--- src/rtl/osc_clock_sequencer.sv ---
// osc_clock_sequencer
// Turns the free-running oscillator clock into a stretched, lock-qualified
// synchronous system reset, then produces the fractional-rate CPU clock
// enable and a 1 kHz housekeeping tick for the core logic.
//
// state        | meaning
// -------------+-----------------------------------------------------------
// ST_HOLD      | reset stretch, counts RST_CYCLES edges, sys_rst held high
// ST_WAIT_LOCK | waits for LOCK_CYCLES consecutive pll_lock highs
// ST_RUN       | sys_rst low, cpu_ce and ms_tick generators active
module osc_clock_sequencer #(
  parameter int ACC_W       = 24,
  parameter int CPU_INC     = 3758096,
  parameter int MS_DIV      = 15625,
  parameter int RST_CYCLES  = 1024,
  parameter int LOCK_CYCLES = 256
) (
  input  logic clk,
  input  logic reset,
  input  logic pll_lock,
  input  logic ce_enable,
  output logic sys_rst,
  output logic locked,
  output logic cpu_ce,
  output logic ms_tick
);

  localparam int HOLD_W = $clog2(RST_CYCLES + 1);
  localparam int LOCK_W = $clog2(LOCK_CYCLES + 1);
  localparam int MS_W   = $clog2(MS_DIV);

  typedef enum logic [1:0] {
    ST_HOLD      = 2'd0,
    ST_WAIT_LOCK = 2'd1,
    ST_RUN       = 2'd2
  } state_t;

  state_t            state;
  state_t            state_nxt;
  logic [HOLD_W-1:0] hold_cnt;
  logic [LOCK_W-1:0] lock_cnt;
  logic [ACC_W-1:0]  acc;
  logic [ACC_W:0]    acc_sum;
  logic [MS_W-1:0]   ms_cnt;
  logic              hold_done;
  logic              lock_done;
  logic              ms_wrap;
  logic              run_stay;
  logic              sys_rst_nxt;

  assign hold_done = (hold_cnt == HOLD_W'(RST_CYCLES - 1));
  assign lock_done = (lock_cnt == LOCK_W'(LOCK_CYCLES - 1));
  assign ms_wrap   = (ms_cnt == MS_W'(MS_DIV - 1));
  assign acc_sum   = {1'b0, acc} + (ACC_W + 1)'(CPU_INC);

  // State register; reset always restarts the full power-up sequence
  always_ff @(posedge clk) begin
    if (reset) state <= ST_HOLD;
    else       state <= state_nxt;
  end

  // Next-state decode; lock loss in RUN falls back to WAIT_LOCK, never HOLD
  always_comb begin
    state_nxt = state;
    case (state)
      ST_HOLD:      if (hold_done) state_nxt = ST_WAIT_LOCK;
      ST_WAIT_LOCK: if (pll_lock && lock_done) state_nxt = ST_RUN;
      ST_RUN:       if (!pll_lock) state_nxt = ST_WAIT_LOCK;
      default:      state_nxt = ST_HOLD;
    endcase
  end

  // Output decode: generators only advance when RUN is kept across this edge,
  // so pulses stop on the same edge sys_rst rises
  always_comb begin
    run_stay    = !reset && (state == ST_RUN) && (state_nxt == ST_RUN);
    sys_rst_nxt = reset || (state_nxt != ST_RUN);
  end

  // Registered reset / lock status outputs
  always_ff @(posedge clk) begin
    sys_rst <= sys_rst_nxt;
    locked  <= !sys_rst_nxt;
  end

  // Reset-stretch counter, only advances in HOLD
  always_ff @(posedge clk) begin
    if (reset)                              hold_cnt <= '0;
    else if (state == ST_HOLD && !hold_done) hold_cnt <= hold_cnt + 1'b1;
  end

  // Consecutive-lock counter; any low sample restarts the qualification
  always_ff @(posedge clk) begin
    if (reset || state != ST_WAIT_LOCK || !pll_lock || lock_done) lock_cnt <= '0;
    else                                                         lock_cnt <= lock_cnt + 1'b1;
  end

  // Phase accumulator: frozen while paused, cleared whenever RUN is left
  always_ff @(posedge clk) begin
    if (!run_stay) begin
      acc    <= '0;
      cpu_ce <= 1'b0;
    end else if (ce_enable) begin
      acc    <= acc_sum[ACC_W-1:0];
      cpu_ce <= acc_sum[ACC_W];
    end else begin
      cpu_ce <= 1'b0;
    end
  end

  // Millisecond divider, independent of ce_enable
  always_ff @(posedge clk) begin
    if (!run_stay) begin
      ms_cnt  <= '0;
      ms_tick <= 1'b0;
    end else begin
      ms_cnt  <= ms_wrap ? '0 : ms_cnt + 1'b1;
      ms_tick <= ms_wrap;
    end
  end

endmodule

--- config.mk ---
export PLATFORM = sky130hd
export DESIGN_NAME = osc_clock_sequencer
export DESIGN_NICKNAME = d
export VERILOG_FILES = /design/src/rtl/osc_clock_sequencer.sv
export SDC_FILE = /design/constraint.sdc
export NUM_CORES = 1
export LEC_CHECK = 0
export CAP_MARGIN = 20
export CORE_MARGIN = 2
export CORE_UTILIZATION = 45
export CTS_BUF_LIST = sky130_fd_sc_hd__clkbuf_8
export DETAILED_ROUTE_END_ITERATION = 10
export PLACE_DENSITY = 0.69
export REMOVE_ABC_BUFFERS = 1
export SETUP_SLACK_MARGIN = 0.05
export SLEW_MARGIN = 20
export SYNTH_ARGS = -nofsm -noshare
export SYNTH_HDL_FRONTEND = slang
export SYNTH_SLANG_ARGS = --single-unit
--- constraint.sdc ---
create_clock -name clk -period 2.6 [get_ports clk]
set_input_delay 0.26 -clock clk [delete_from_list [all_inputs] [get_ports clk]]
set_output_delay 0.26 -clock clk [all_outputs]
set_load 0.05 [all_outputs]
==> flow_summary.json <==
{
  "worst_pin_slew_ns": 0.564,
  "htree_levels": 3,
  "async_flop_share_pct": 0,
  "hpwlAfterDp_um": 3200,
  "fin_util_pct": 51.3,
  "critPathMaxFanout": 10,
  "fin_tns_setup_ns": 0,
  "fmax_mhz": 575,
  "ys_ff_latch": 60,
  "finalMaxSlewViolations": 0,
  "slew-limit-headroom_pct": 62.1,
  "outcome": "complete, no violations",
  "final_cell_area_um2": 3020,
  "cp-start-kind": "primary input",
  "grt_max_degree": 14,
  "max-cap-violations": 0,
  "num_vias": 2067,
  "synth_edf_count": 0,
  "power_frac_clock_pct": 46.0,
  "synth-seq-area-share_pct": 44.1,
  "switching_power_w": 0.000357,
  "clockBufferDepth": 2,
  "cpMaxStageDelayCell": "or4_1",
  "grt_usage_pct": 16.1,
  "dieHeight_um": 81.8,
  "cts-resized-gates": 0,
  "dieWidth_um": 81.8,
  "insertion_delay_ns": 0.33,
  "rsz0062_at_grt": "false",
  "yosysWarnings": 0,
  "num_antenna_cells": 0,
  "power_density_nw_per_um2": 589,
  "drc_errors": 0,
  "period_share_pct": 66.9,
  "drive_gt1_share_pct": 6.67,
  "postRouteAntennaNets": 0,
  "core_um2": 5890,
  "switching_share_pct": 20.1,
  "clk_pin_slew_worst_paths_ns": 0.06,
  "min_path_type": "reg2reg",
  "max_stage_delay_ns": 0.54,
  "ys.flop_type": "dfxtp_1",
  "yosysUniqueCellTypes": 48,
  "hold_buffers": 0,
  "cp.arrival_ns": 1.99,
  "grt_pass1_vias": 1957,
  "antenna_found_initial": 0,
  "synth_top_area_share_pct": 44.1,
  "setup_viol": 0,
  "io_buffers": 7,
  "ir_drop_uv": 317,
  "routed_wl_um": 4630,
  "area_delta_synth_final_pct": 10.8,
  "drtIter0Drc": 74,
  "place_area_um2": 2830,
  "cts_tree": "built",
  "cts_root_buf": "clkbuf_8",
  "yosys.area.top_type": "dfxtp_1",
  "avgSynthCellArea_um2": 8.66,
  "final-hold-violation-count": 0,
  "vias_per_cell": 5.10,
  "fin_crit_ns": 1.74,
  "ys_top_cells_by_area": "dfxtp_1, nor2_1, xor2_1",
  "finClkSkew_ns": 0.00937,
  "crit_chain": "clkdlybuf4s50_1 -> nor2b_1 -> nand2_1 -> or4_1 -> o211ai_1",
  "synth_area_um2": 2730,
  "leakagePower_nw": 1.08,
  "die_area_um2": 6700,
  "rows": 28,
  "grt-ovfl-total": 0,
  "io_pins": 8,
  "place.gp.congestion": 0.788,
  "seq_power_share_pct": 52.1,
  "grt_pass1_wl_um": 8270,
  "crit_required_ns": 2.85,
  "cts_setup_buffers": 0,
  "cp-end-kind": "flip-flop",
  "start_util_pct": 46.3,
  "numCtsBuffers": 9,
  "syn_inst": 315,
  "clock-sinks": 60,
  "combPwrFrac_pct": 1.9,
  "critPathKind": "in2reg",
  "wl_per_cell_um": 11.4,
  "dr.pass1.iters": 4,
  "intPower_w": 0.00142,
  "nNetsFinal": 335
}
## Yosys cell counts (3+ instances only)
cell and count:
a21oi_1 12, a311oi_1 3, and3_1 13, clkbuf_1 5, dfxtp_1 60, ha_1 6, inv_1 12, nand2_1 15
nand2b_1 4, nand3_1 17, nand4_1 6, nor2_1 60, nor2b_1 5, nor3_1 9, o21ai_0 10, or3_1 5
xnor2_1 16, xor2_1 21
## power by group through the flow
stage          sequential [W]  clock (W)  combinational [W]
6_report             0.000927   0.000818          0.0000345
5_1_grt              0.000927   0.000868          0.0000395
4_1_cts              0.000927   0.000831          0.0000350
3_5_place_dp         0.000947          0          0.0000343
3_3_place_gp         0.000947          0          0.0000338
2_1_floorplan        0.000946          0          0.0000186
## critical path, delay by kind of cell
| family | cells | cell delay, ns |
|---|---|---|
| and+or+nand+nor | 3 | 1.11 |
| buffers and inverters | 1 | 0.46 |
| AOI/OAI and AO/OA | 1 | 0.16 |
## metrics by stage
stage | hold slack [ns] | setup WS [ns] | instances | power (W)
after floorplan | 0.329 | 0.981 | 304 | 0.000965
after global placement | 0.413 | 0.564 | 389 | 0.000981
after detailed placement | 0.419 | 0.516 | 389 | 0.000981
after CTS | 0.429 | 0.850 | 405 | 0.00179
after global routing | 0.464 | 0.654 | 405 | 0.00183
final | 0.436 | 0.860 | 405 | 0.00178
## layout make-up
type,count,area [µm²]
fillers,566,2860
multi-input cells,232,1390
flip-flops and latches,60,1200
clock buffers,11,151
well taps,75,93.8
repair buffers,10,92.6
clock inverters,5,45.0
inverters,12,45.0
## final timing paths
kind | from | end | slack [ns] | depth (start not counted)
min reg2reg | hold_cnt[10] | hold_cnt[10] | 0.44 | 2
max reg2reg | hold_cnt[0] | hold_cnt[1] | 0.88 | 6
max | pll_lock | acc[20] | 0.86 | 5
min | hold_cnt[10] | hold_cnt[10] | 0.44 | 2
## cell families after synthesis
kind of cell | Yosys count | share of synthesized area (%)
buffers and inverters | 23 | 4.86
multiplexers | 2 | 0.734
AO/OA/AOI/OAI | 37 | 8.63
XOR/XNOR | 37 | 11.9
AND/OR/NAND/NOR | 150 | 27.1
flip-flops | 60 | 44.1
adder cells (fa/ha/maj) | 6 | 2.75
## sequential cells by signal, summed over array words and instances, names as in the netlist
name / cells
acc: 20
cpu_ce: 1
hold_cnt: 11
lock_cnt: 9
locked: 1
ms_cnt: 14
ms_tick: 1
state: 2
sys_rst: 1
## cells in the final DEF, fill, tap and decap left out, types with 2 or more instances in the layout
cell / n
clkbuf_8: 11
or2_2: 2
nor2b_1: 5
xor2_1: 21
nand2b_1: 4
a311oi_1: 3
mux2i_1: 2
dfxtp_1: 60
nor2_1: 60
ha_1: 6
inv_1: 16
nand3b_1: 2
or4_1: 2
nand3_1: 17
buf_4: 3
o21ai_0: 10
or3_1: 5
o211ai_1: 2
nand2_1: 15
nand4_1: 6
xnor2_1: 16
clkdlybuf4s50_1: 7
a21oi_1: 12
nor3_1: 9
and3_1: 13
## layer usage
metal	share of wire (%)	vias to the layer above	track usage, %
li1	-	1090	-
met1	51	944	19.9
met2	45	23	25.4
met3	2.8	10	4.29
met4	2.1	0	9.00
met5	0	-	0
Note: power is estimated with default switching activity, not from simulation.
